--- config.mk ---
export PLATFORM = sky130hd
export DESIGN_NAME = conv_acc_dispatcher
export DESIGN_NICKNAME = d
export VERILOG_FILES = /design/src/rtl/conv_acc_dispatcher.sv
export SDC_FILE = /design/constraint.sdc
export NUM_CORES = 1
export LEC_CHECK = 0
export ABC_AREA = 1
export BUFFER_PORTS_ARGS = -buffer_cell sky130_fd_sc_hd__buf_2
export CAP_MARGIN = 10
export CORE_ASPECT_RATIO = 0.9
export CORE_MARGIN = 2
export CORE_UTILIZATION = 25
export CTS_BUF_LIST = sky130_fd_sc_hd__clkbuf_8 sky130_fd_sc_hd__clkbuf_16
export CTS_CLUSTER_SIZE = 30
export DETAILED_ROUTE_END_ITERATION = 16
export PLACE_DENSITY_LB_ADDON = 0.3
export SLEW_MARGIN = 20
export SYNTH_ARGS = -nofsm -noshare
export SYNTH_HDL_FRONTEND = slang
export SYNTH_SLANG_ARGS = --single-unit
--- constraint.sdc ---
create_clock -name clk -period 3.1 [get_ports clk]
set_input_delay 0.62 -clock clk [delete_from_list [all_inputs] [get_ports clk]]
set_output_delay 0.62 -clock clk [all_outputs]
set_load 0.1 [all_outputs]
--- src/rtl/conv_acc_dispatcher.sv ---
// Queued command dispatcher for the conv/pool engine cluster: FIFO of {mode, w8, tag},
// one job at a time with a one-hot engine select, start pulse, finish wait and watchdog.
module conv_acc_dispatcher #(
  parameter int NUM_ENG = 3,
  parameter int QDEPTH  = 4,
  parameter int W8_W    = 32,
  parameter int TAG_W   = 4,
  parameter int TO_W    = 24
) (
  input  logic               clk,
  input  logic               rstn,
  input  logic               cmd_valid,
  output logic               cmd_ready,
  input  logic [NUM_ENG-1:0] cmd_mode,
  input  logic [W8_W-1:0]    cmd_w8,
  input  logic [TAG_W-1:0]   cmd_tag,
  input  logic [TO_W-1:0]    timeout_lim,
  input  logic               abort,
  output logic [NUM_ENG-1:0] eng_start,
  input  logic [NUM_ENG-1:0] eng_finish,
  output logic [NUM_ENG-1:0] sel,
  output logic [W8_W-1:0]    w8,
  output logic               busy,
  output logic               done,
  output logic [TAG_W-1:0]   done_tag,
  output logic               done_err,
  output logic [2:0]         state_dbg
);

  // Handshake: a command is accepted in any cycle where cmd_valid && cmd_ready at the
  // rising edge; cmd_ready never depends on cmd_valid.

  localparam int AW = (QDEPTH > 1) ? $clog2(QDEPTH) : 1;
  localparam logic [AW:0] PTR_ONE = 1;

  localparam logic [2:0] S_IDLE  = 3'd0;
  localparam logic [2:0] S_LOAD  = 3'd1;
  localparam logic [2:0] S_START = 3'd2;
  localparam logic [2:0] S_RUN   = 3'd3;
  localparam logic [2:0] S_DONE  = 3'd4;

  logic [2:0]         state;
  logic [NUM_ENG-1:0] fifo_mode [QDEPTH];
  logic [W8_W-1:0]    fifo_w8   [QDEPTH];
  logic [TAG_W-1:0]   fifo_tag  [QDEPTH];
  logic [AW:0]        wr_ptr;
  logic [AW:0]        rd_ptr;
  logic               fifo_full;
  logic               fifo_empty;
  logic               push;
  logic               pop;

  logic [NUM_ENG-1:0] mode_r;
  logic [W8_W-1:0]    w8_r;
  logic [TAG_W-1:0]   tag_r;
  logic               err_r;
  logic [TO_W-1:0]    wd_cnt;

  logic [NUM_ENG-1:0] head_mode;
  logic               head_onehot;
  logic               fin_hit;
  logic               timeout_hit;

  // Wrap bit distinguishes full from empty when the index bits match.
  assign fifo_empty = (wr_ptr == rd_ptr);
  assign fifo_full  = (wr_ptr[AW] != rd_ptr[AW]) && (wr_ptr[AW-1:0] == rd_ptr[AW-1:0]);
  assign cmd_ready  = !fifo_full && !abort;
  assign push       = cmd_valid && cmd_ready;
  assign pop        = (state == S_LOAD) && !abort;

  assign head_mode   = fifo_mode[rd_ptr[AW-1:0]];
  assign head_onehot = (head_mode != '0) && ((head_mode & (head_mode - NUM_ENG'(1))) == '0);
  assign fin_hit     = |(eng_finish & mode_r);
  assign timeout_hit = (timeout_lim != '0) && (wd_cnt == timeout_lim - TO_W'(1));

  always_ff @(posedge clk) begin
    if (push) begin
      fifo_mode[wr_ptr[AW-1:0]] <= cmd_mode;
      fifo_w8[wr_ptr[AW-1:0]]   <= cmd_w8;
      fifo_tag[wr_ptr[AW-1:0]]  <= cmd_tag;
    end
  end

  always_ff @(posedge clk or negedge rstn) begin
    if (!rstn) begin
      wr_ptr <= '0;
      rd_ptr <= '0;
    end else if (abort) begin
      wr_ptr <= '0;
      rd_ptr <= '0;
    end else begin
      if (push) wr_ptr <= wr_ptr + PTR_ONE;
      if (pop)  rd_ptr <= rd_ptr + PTR_ONE;
    end
  end

  always_ff @(posedge clk or negedge rstn) begin
    if (!rstn) begin
      state  <= S_IDLE;
      mode_r <= '0;
      w8_r   <= '0;
      tag_r  <= '0;
      err_r  <= 1'b0;
      wd_cnt <= '0;
    end else if (abort) begin
      state <= S_IDLE;
    end else begin
      case (state)
        S_IDLE: begin
          if (!fifo_empty) state <= S_LOAD;
        end
        S_LOAD: begin
          mode_r <= head_mode;
          w8_r   <= fifo_w8[rd_ptr[AW-1:0]];
          tag_r  <= fifo_tag[rd_ptr[AW-1:0]];
          if (head_onehot) begin
            err_r <= 1'b0;
            state <= S_START;
          end else begin
            err_r <= 1'b1;
            state <= S_DONE;
          end
        end
        S_START: begin
          wd_cnt <= '0;
          state  <= S_RUN;
        end
        S_RUN: begin
          // Finish has priority over a watchdog expiry in the same cycle.
          if (fin_hit) begin
            err_r <= 1'b0;
            state <= S_DONE;
          end else if (timeout_hit) begin
            err_r <= 1'b1;
            state <= S_DONE;
          end else if (wd_cnt != {TO_W{1'b1}}) begin
            wd_cnt <= wd_cnt + TO_W'(1);
          end
        end
        S_DONE: begin
          state <= fifo_empty ? S_IDLE : S_LOAD;
        end
        default: state <= S_IDLE;
      endcase
    end
  end

  logic in_job;
  assign in_job = (state == S_START) || (state == S_RUN) || (state == S_DONE);

  assign sel       = in_job ? mode_r : '0;
  assign eng_start = (state == S_START) ? mode_r : '0;
  assign w8        = w8_r;
  assign done      = (state == S_DONE);
  assign done_tag  = done ? tag_r : '0;
  assign done_err  = done && err_r;
  assign busy      = (state != S_IDLE) || !fifo_empty;
  assign state_dbg = state;

endmodule

# == After elaboration in Yosys (flattened, before gate mapping) ==
# Memory sizes are Yosys's and may differ from the RTL's. A register that Yosys moved wholly into a read port is not among the register bits.
# Index checks and enable logic that the tools add are counted.
# totals
in_bits,70
mem_bits_rw,156
wordCells,85
register_bits,37
memories,3
latchBits,0
output_inout_bits,49
romBits,0
# mem_list
memory,depth,width,read_ports,rd_clocked_by_memory_dff,write_ports,line,text
fifo_w8,4,32,1,1,1,44,logic [W8_W-1:0] fifo_w8 [QDEPTH];
fifo_tag,4,4,1,1,1,45,logic [TAG_W-1:0] fifo_tag [QDEPTH];
fifo_mode,4,3,1,0,1,43,logic [NUM_ENG-1:0] fifo_mode [QDEPTH];
# classes
n_bitwise,3
magnitude_cmp,0
n_reduce_logical,29
n_div,0
n_addsub,5
n_mul,0
muxes,24
n_shift,0
n_eq_ne,15
# ops
operator,n
24-bit 2-to-1 mux,3
24-bit one-hot mux with 2 select lines,1
3-bit 2-to-1 mux,11
24-bit by 1-bit adder with 24-bit output (second input constant),1
24-bit == test,1
24-bit inequality test (second input constant),1
24-bit nonzero test,1
24-bit by 1-bit subtractor with 24-bit output (second input constant),1
3-bit one-hot mux with 5 select lines,1
2-bit nonzero test,4
1-bit logical AND,7
3-bit by 1-bit adder with 3-bit output (second input constant),2
3-bit AND,2
3-bit by 2-bit == test with 1-bit output (second input constant),2
3-bit zero test,2
1-bit 2-to-1 mux,6
2-bit inequality test (second input constant),3
3-bit inequality test (second input constant),2
3-bit nonzero test,2
1-bit zero test,5
5-bit AND reduction,1
4-bit 2-to-1 mux,1
4-bit inequality test (second input constant),1
2-bit AND reduction,2
other kinds (11),13

# == Longest topological paths before layout ==
# An unclocked memory read counts as a cell.
# depth
ltp_word,8
ltp_mapped,18

# == Worst setup path after synthesis ==
# OpenSTA, ideal clock, no wires.
# synth_path
kind,register to output
from,register state[2] (netlist: state_dbg[2])
to,output port done_err
required_ps,2480
path_stages_with_launch,5
slack_ps,-1558
path_buffers,0
arrival_ps,4038
cell_sequence,dfrtp_1 > inv_1 > nor2_1 > inv_1 > nor2_1
# synth_between
elab_chain_len,2
# synth_lines
element,line,text
start: declaration,42,logic [2:0] state;
start signal: assignment,141,state <= fifo_empty ? S_IDLE : S_LOAD;
3-bit == test,154,assign done = (state == S_DONE);
via done,24,"output logic done,"
1-bit logical AND,156,assign done_err = done && err_r;
end: declaration,26,"output logic done_err,"
# The timed path passes the listed nets, and every way through them passes these cells.

# == Worst setup path after layout ==
# layout_path
from,register state[1] (netlist: state_dbg[1])
to,output port done_tag[0]
# layout_between
elab_chain_len,2
# layout_lines
element,line,text
3-bit == test,154,
4-bit 2-to-1 mux,155,assign done_tag = done ? tag_r : '0;
end: declaration,25,"output logic [TAG_W-1:0] done_tag,"
# No other way between the ends.

==> run metrics <==
total CTS buffers=26; Crit path max-delay family=buffers and inverters; Pwr Total=10.8 mW; largest net degree at the start of global routing=74; CP startpoint kind=flip-flop; Rel. slew slack=42.0%; Final Cycle Share=90.0%; H-tree levels=1; status=complete, no violations; R2R Path End=wd_cnt[16]; most frequent cell after synthesis=nor2_1; routed len/inst=15.3 µm; Initial Util=25.4%; DRC=0; initial antenna violation count=6; sequential power share=35.5%; All-Layer GR Usage=12.8%; mux contribution to synthesized area=0%; Critical Setup Path Class=reg -> out; Sink Count=229; vias=8431; final net count=1397; Adder-Cell Fraction of Synth Area=0.799%; Primary FF master, synth=edfxtp_1; Synth Area in Compound Gates=6.59%; drt total wl=29.1 mm; Die Width=225 µm; hold buffers post-CTS=0; min Tclk post-route=2.79 ns; Yosys top cell area share=42.7%; share of cells above drive strength 1=16.3%; FMAX=358 MHz; final slew viol count=0; Post-synth top cells=nor2_1 (281), nand2_1 (228), edfxtp_1 (156); post_cts resized=0; Critical Path Sink Type=output port; Setup violations, final=0; dominant cell type by area after synthesis=edfxtp_1; Worst-path clk slew=0.06 ns; Area after DPL=12400 µm²; Synth area leaders=edfxtp_1 (43%), dfrtp_1 (17%), nor2_1 (9.6%); GR Overflow Total=0; Final HPWL DP=19.3 mm; crit path buf inv count=3; post-synth design cell area=11000 µm²; synth unique cells=37; pwr/cell area=817 nW/µm²; Switching Power=4.67 mW; syn nets=1276; worst slew pin tran=0.863 ns; num rows=72; Synth Area in Simple Gates=24.7%; FF+latch area=6520 µm²; final-report hold violation count=0; Layout fillers=4531; clock skew=0.0135 ns; Worst EP arrival=2.17 ns; IO buf count=118; CP Cell Sequence=nor2_1 -> inv_1 -> nor2_4 -> inv_1 -> nor2_4 -> buf_2; DIE AREA=45500 µm²; Mapped Avg Cell Area=9.14 µm²; vias in the first global route=8151; Max-Cap Viols=0; Max FO, Critical Path=5; DR vias/cell=4.45; Syn Inst Count=1199; Placer Congestion=0.897; Internal=6.14 mW; reg-to-reg slack, setup=0.60 ns; Clk network pwr share=27.2%; Comb power frac=37.4%; Multi-input gate area=3990 µm²; postcts setup bufs=0; Ant. Diodes=0; CTS tree=yes; Syn-to-layout area delta=20.7%; root buf cell=clkbuf_16; number of nets still failing antenna checks after routing=0; cell area after layout=13200 µm²; static leakage=5.36 nW; number of synthesized register bits=229; Peak supply drop=0.667 mV; clk_lat worst skew=0.53 ns; Core Area=43200 µm²; Synth Area in XOR/XNOR=3.52%; Worst R2R Path Depth=12; Crit path largest cell delay=0.45 ns; DR iter-0 viols=572; RSZ-0062 raised after global routing=no; Die Height=203 µm; number of synthesized flops with an enable pin=156; hold crit path type=in -> async; clock buffer depth=3; reg2reg start=wd_cnt[0]; Synth warnings=0; main combinational cell family by area after synthesis=simple AND/OR/NAND/NOR gates; WP data required=2.48 ns; number of I/O pins=119; register area share after synthesis=59.4%; slowest stage cell on the critical path=dfrtp_2; Worst Setup SP=state_dbg[1]; asr flop ratio synth=31.9%; Sw Share=43.2%; Pre-Repair DR Iteration Count=5; first-pass GRT wire length=46.1 mm
-- stage by stage --
stage	instances	TNS, ns	hold WS [ns]	util, %	setup WS, ns
2_1_floorplan	1199	-37.73	0.324	-	-0.265
3_3_place_gp	1847	0	0.463	28.7	0.224
3_5_place_dp	1847	0	0.465	28.7	0.204
4_1_cts	1895	0	0.134	30.7	0.276
5_1_grt	1895	0	0.156	30.7	0.205
6_report	1895	0	0.116	30.7	0.310
-- state kept, by name, indices dropped and copies added, names as in the netlist --
register   flops
state_dbg      3
fifo_w8      128
w8            32
err_r          1
mode_r         3
fifo_tag      16
rd_ptr         3
wd_cnt        24
fifo_mode     12
wr_ptr         3
tag_r          4
-- kinds of logic (layout without fill, tap and decap cells) --
group / count (synthesis) / after routing
adders and majority gates: 7 / 7
and+or+nand+nor: 649 / 649
AOI/OAI and AO/OA: 133 / 133
DFF: 229 / 229
buffers and inverters: 137 / 278
xor gates and xnor gates: 44 / 44
-- worst max path at each step --
stage	slack, ns	cells past startpoint	end
3_5_place_dp	0.20	17	wd_cnt[3]
5_1_grt	0.20	6	done_tag[0]
6_report	0.31	6	done_tag[0]
3_3_place_gp	0.22	17	wd_cnt[6]
4_1_cts	0.28	6	done_tag[0]
2_1_floorplan	-0.26	7	fifo_mode[3][0]
-- layout make-up --
type                            instances  share of cell area, %
Clock buffer                           28                   5.13
Clock inverter                         20                   1.13
Inverter                               86                   2.44
Multi-Input combinational cell        833                   30.2
Sequential cell                       229                   49.3
Tap cell                              555                   5.25
Timing Repair Buffer                  144                   6.62
-- cell usage in the layout, fill, tap and decap left out, types with 4 or more instances in the layout --
master	instances
o22ai_1	4
nand4_1	19
nor4_1	7
nor3_1	12
nor2_4	13
inv_1	90
dfrtp_1	68
edfxtp_1	156
nor2_1	267
clkbuf_16	26
nand2_2	4
o21ai_0	87
clkinv_1	5
buf_2	117
dfrtp_2	5
xor2_1	32
a21oi_1	6
nand2_1	228
a31oi_1	32
xnor2_1	12
nand3b_1	6
ha_1	7
nand3_1	74
buf_4	20
buf_12	7
inv_2	5
nor2_2	11
-- metal layers --
layer / track usage (%) / wire, µm / vias to the layer above
met5: 0 / 46 / -
met4: 2.55 / 476 / 8
met3: 2.66 / 1760 / 45
met2: 21.1 / 13300 / 173
met1: 17.4 / 13500 / 3961
li1: - / - / 4244
-- power by group through the flow --
| stage | sequential, mW | combinational [mW] | clock, mW |
|---|---|---|---|
| 3_5_place_dp | 3.90 | 4.10 | 0 |
| 5_1_grt | 3.88 | 4.37 | 3.14 |
| 4_1_cts | 3.84 | 4.10 | 3.02 |
| 6_report | 3.84 | 4.04 | 2.94 |
| 2_1_floorplan | 5.40 | 1.60 | 0 |
| 3_3_place_gp | 3.89 | 4.08 | 0 |
No activity file was read; power rests on OpenSTA's default activity.
